===== src/rtl/piso_serial_tx_pkg.sv =====
// Shared definitions for the serial transmit path and the receive-side blocks
// that decode the same state encodings.
package piso_serial_tx_pkg;

    typedef enum logic [1:0] {
        IDLE  = 2'b00,
        SHIFT = 2'b01,
        DONE  = 2'b10
    } tx_state_t;

    // Number of serial bits carried by one transfer: data bits plus optional parity.
    function automatic int bits_per_xfer(input int width, input int parity_en);
        return width + ((parity_en != 0) ? 1 : 0);
    endfunction

endpackage


===== src/rtl/piso_serial_tx_bit_counter.sv =====
// Transmit bit counter: counts serial bits sent in the current transfer and
// flags the last one so the FSM can leave SHIFT on the following edge.
module piso_serial_tx_bit_counter
    import piso_serial_tx_pkg::*;
#(
    parameter int N  = 8,
    parameter int CW = $clog2(N + 1)
) (
    input  logic          clk,
    input  logic          reset,
    input  logic          clear,
    input  logic          en,
    output logic [CW-1:0] count,
    output logic          tc
);

    localparam logic [CW-1:0] LAST = CW'(N - 1);

    // Count register: clear has priority over enable so a new transfer always starts from zero.
    always_ff @(posedge clk) begin
        if (reset || clear) begin
            count <= '0;
        end else if (en) begin
            count <= count + CW'(1);
        end
    end

    assign tc = (count == LAST);

endmodule


===== src/rtl/piso_serial_tx.sv =====
// Parallel-in serial-out transmitter. A word is captured on an accepted start,
// shifted out one bit per clock with a qualifying enable, optionally followed by
// an even-parity bit, and the transfer ends with a one-cycle done pulse.
module piso_serial_tx
    import piso_serial_tx_pkg::*;
#(
    parameter int WIDTH     = 8,
    parameter int MSB_FIRST = 1,
    parameter int PARITY_EN = 0
) (
    input  logic             clk,
    input  logic             reset,
    input  logic             start,
    input  logic [WIDTH-1:0] data_in,
    output logic             ready,
    output logic             busy,
    output logic             sd,
    output logic             se,
    output logic             done
);

    localparam int N  = bits_per_xfer(WIDTH, PARITY_EN);
    localparam int CW = $clog2(N + 1);

    // Counter value at which the parity bit is presented instead of a data bit.
    localparam logic [CW-1:0] PAR_IDX = CW'(WIDTH);

    tx_state_t        state;
    tx_state_t        state_next;
    logic [WIDTH-1:0] shift_q;
    logic             parity_q;
    logic [CW-1:0]    count;
    logic             tc;
    logic             cur_bit;

    piso_serial_tx_bit_counter #(
        .N  (N),
        .CW (CW)
    ) u_bit_counter (
        .clk   (clk),
        .reset (reset),
        .clear (state != SHIFT),
        .en    (state == SHIFT),
        .count (count),
        .tc    (tc)
    );

    // State register; reset aborts any transfer in progress without a done pulse.
    always_ff @(posedge clk) begin
        if (reset) begin
            state <= IDLE;
        end else begin
            state <= state_next;
        end
    end

    // Next-state logic; start is only honoured in IDLE, and stray encodings recover to IDLE.
    always_comb begin
        state_next = IDLE;
        case (state)
            IDLE:    state_next = start ? SHIFT : IDLE;
            SHIFT:   state_next = tc ? DONE : SHIFT;
            DONE:    state_next = IDLE;
            default: state_next = IDLE;
        endcase
    end

    // Shift register and parity: loaded on an accepted start, then shifted toward the output end each SHIFT cycle.
    always_ff @(posedge clk) begin
        if (reset) begin
            shift_q  <= '0;
            parity_q <= 1'b0;
        end else if ((state == IDLE) && start) begin
            shift_q  <= data_in;
            parity_q <= ^data_in;
        end else if (state == SHIFT) begin
            if (MSB_FIRST != 0) begin
                shift_q <= {shift_q[WIDTH-2:0], 1'b0};
            end else begin
                shift_q <= {1'b0, shift_q[WIDTH-1:1]};
            end
        end
    end

    assign cur_bit = (MSB_FIRST != 0) ? shift_q[WIDTH-1] : shift_q[0];

    // Outputs decoded purely from registered state so start/data_in never reach them combinationally.
    always_comb begin
        ready = 1'b0;
        busy  = 1'b0;
        sd    = 1'b0;
        se    = 1'b0;
        done  = 1'b0;
        case (state)
            IDLE: begin
                ready = 1'b1;
            end
            SHIFT: begin
                busy = 1'b1;
                se   = 1'b1;
                if ((PARITY_EN != 0) && (count == PAR_IDX)) begin
                    sd = parity_q;
                end else begin
                    sd = cur_bit;
                end
            end
            DONE: begin
                busy = 1'b1;
                done = 1'b1;
            end
            default: begin
                ready = 1'b0;
            end
        endcase
    end

endmodule


===== config.mk =====
export PLATFORM = sky130hd
export DESIGN_NAME = piso_serial_tx
export DESIGN_NICKNAME = d
export VERILOG_FILES = /design/src/rtl/piso_serial_tx_pkg.sv /design/src/rtl/piso_serial_tx_bit_counter.sv /design/src/rtl/piso_serial_tx.sv
export SDC_FILE = /design/constraint.sdc
export NUM_CORES = 1
export LEC_CHECK = 0
export ABC_AREA = 1
export BUFFER_PORTS_ARGS = -buffer_cell sky130_fd_sc_hd__buf_2
export CORE_MARGIN = 10
export CORE_UTILIZATION = 45
export DETAILED_ROUTE_END_ITERATION = 10
export PLACE_DENSITY_LB_ADDON = 0.25
export SYNTH_ARGS = -nofsm -noshare
export SYNTH_HDL_FRONTEND = slang
export SYNTH_SLANG_ARGS = --single-unit
export TNS_END_PERCENT = 1

===== constraint.sdc =====
create_clock -name clk -period 3.18 [get_ports clk]
set_input_delay 0.159 -clock clk [delete_from_list [all_inputs] [get_ports clk]]
set_output_delay 0.159 -clock clk [all_outputs]
set_load 0.01 [all_outputs]

==> impl_metrics.json <==
{
  "path_buf_inv": 2,
  "cts_buffer_depth": 2,
  "end_kind": "primary output",
  "drtIter0Drc": 11,
  "postRouteAntennaNets": 0,
  "crit_fanout": 10,
  "cpPeakStageDelay_ps": 470,
  "gr-total-overflow": 0,
  "cts_tree": "built",
  "hold_viol_final": 0,
  "holdWs_ps": 152,
  "worstMarginPinSlew_ps": 494,
  "power_density_nw_per_um2": 479,
  "r2r-start": "state[0]",
  "antenna_found_initial": 0,
  "port-buffer-count": 15,
  "grt_max_degree": 17,
  "dp_hpwl_um": 1150,
  "p_leak_nw": 0.400,
  "ys_top_cells_by_count": "nand2_1, dfxtp_1, nand3_1, inv_1",
  "cts_htree_levels": 1,
  "drive_above_1_share": 0.248,
  "cp-start-kind": "flip-flop",
  "avgRoutedWirePerCell_um": 11.4,
  "drt_pre_antenna_iters": 4,
  "r2r_cells": 6,
  "cpMaxStageDelayCell": "ha_1",
  "r2r_slack_ps": 1780,
  "via_count": 608,
  "period_needed_ps": 1530,
  "drt-total-wl_um": 1470,
  "max-cap-violations": 0,
  "cts_buffers": 3,
  "synth_seq_cells": 14,
  "placed_cell_area_um2": 803,
  "ys_top_cells_by_area": "dfxtp_1, nand2_1, nand3_1",
  "setup_tns_ps": 0,
  "synth-edff-count": 0,
  "syn2layout_area_growth_pct": 9.64,
  "cp.arrival_ps": 1370,
  "async_reset_ff_frac": 0,
  "die_x_um": 61.3,
  "endpoint": "ready",
  "worstSetupPathType": "reg -> out",
  "cts_setup_buffers": 0,
  "boundaryPins": 16,
  "critPathLaunch": "state[0]",
  "insertion_delay_ps": 280,
  "cp.required_ps": 3020,
  "nets": 129,
  "yosys_warnings": 0,
  "coreArea_um2": 1560,
  "finalClockSkew_ps": 5.86,
  "ys_seq_area_frac": 0.366,
  "synthCells": 99,
  "yosys.area.top_type": "dfxtp_1",
  "setup_ws_ps": 1650,
  "hp-class": "in -> reg",
  "syn_nets": 114,
  "crit_cells": 3,
  "pre_cts_ws_ps": 1780,
  "rsz0062_at_grt": "false",
  "syn_area_um2": 766,
  "worst_r2r_endpoint": "shift_q[7]",
  "ir_drop_v": 0.000229,
  "fillers": 162,
  "run_status": "finished, final reports clean",
  "drt_drc_violations_left": 0,
  "fmax_mhz": 654,
  "synth.top_cell.area_share": 0.366,
  "dieArea_um2": 3750,
  "grtUsageTotal": 0.0875,
  "synth.most_common_cell": "nand2_1",
  "ctsResizeCount": 0,
  "initial_utilization": 0.491,
  "setup_viol": 0,
  "place_congestion": 0.761,
  "row_count": 14,
  "design_area_um2": 840,
  "grt_pass1_vias": 574,
  "avgSynthCellArea_um2": 7.73,
  "path_cells": "inv_1 -> ha_1 -> buf_2",
  "hold_buffers": 0,
  "root_buffer": "clkbuf_4",
  "slew-limit-headroom": 0.671,
  "n_antenna_cell": 0,
  "crit_family": "adder cells",
  "synthFlopType": "dfxtp_1",
  "clock_sinks": 14,
  "clk_pin_slew_ps": 80,
  "min_delay_path_depth": 3,
  "post-route-period-util": 0.481,
  "viasPerCell": 4.71,
  "grt_pass1_wl_um": 2500,
  "ys_types": 20,
  "die_h_um": 61.3,
  "slew_viol_final": 0
}
state kept, by name (all words and copies together) (netlist names):
signal,flops
state,2
u_bit_counter.count,4
shift_q,8
worst min-delay path: stages:
cell and delay (ps):
buf_2 90, nand3_1 60, a21oi_1 60
power by group:
part           leakage, nW  switching, mW  internal, mW  total [mW]
Sequential           0.115        0.00737         0.188       0.195
Combinational        0.264         0.0507        0.0302      0.0808
Clock               0.0210         0.0563        0.0696       0.126
Total                0.400          0.114         0.288       0.402
kinds of logic after synthesis:
family	Yosys count	synth area share
XOR/XNOR	1	0.0114
AND/OR/NAND/NOR	53	0.355
AO/OA/AOI/OAI	9	0.0637
adder cells (fa/ha/maj)	4	0.0654
flip-flops	14	0.366
buffers and inverters	18	0.139
cell type report:
cell class | count | area (µm²) | share of cell area
sequential | 14 | 280 | 0.334
clock buffer | 4 | 36.3 | 0.0432
timing repair buffer | 15 | 75.1 | 0.0894
multi-input combinational | 67 | 379 | 0.452
inverter | 13 | 48.8 | 0.0581
tap | 16 | 20.0 | 0.0238
layout by cell type (no fill, tap or decap), drive strengths merged:
cell    Yosys  routed
a21oi       8       8
buf         5      15
clkbuf      0       4
dfxtp      14      14
ha          4       4
inv        13      13
nand2      28      28
nand3      16      16
nand3b      1       1
nor2        8       8
o21ai       1       1
xnor2       1       1
per-stage QoR:
stage / total power [mW] / util / std cells
floorplan: 0.270 / - / 99
global placement: 0.279 / 0.515 / 125
detailed placement: 0.282 / 0.515 / 125
CTS: 0.406 / 0.539 / 129
global route: 0.427 / 0.539 / 129
finish: 0.402 / 0.539 / 129
routing by layer:
metal / global-route usage / vias to the layer above / routed length [µm]
li1: - / 337 / -
met1: 0.0929 / 260 / 657
met4: 0.0489 / 0 / 27
met3: 0.0206 / 4 / 75
met5: 0 / - / 0
met2: 0.155 / 7 / 710
worst min-delay path by stage:
stage / end / slack (ps) / startpoint
after floorplan: shift_q[0] / 320 / data_in[0]
after global placement: u_bit_counter.count[0] / 430 / u_bit_counter.count[0]
after detailed placement: shift_q[0] / 440 / data_in[0]
after CTS: shift_q[0] / 150 / data_in[0]
after global routing: shift_q[0] / 150 / data_in[0]
final: shift_q[0] / 150 / data_in[0]
No activity file was read; power rests on OpenSTA's default activity.
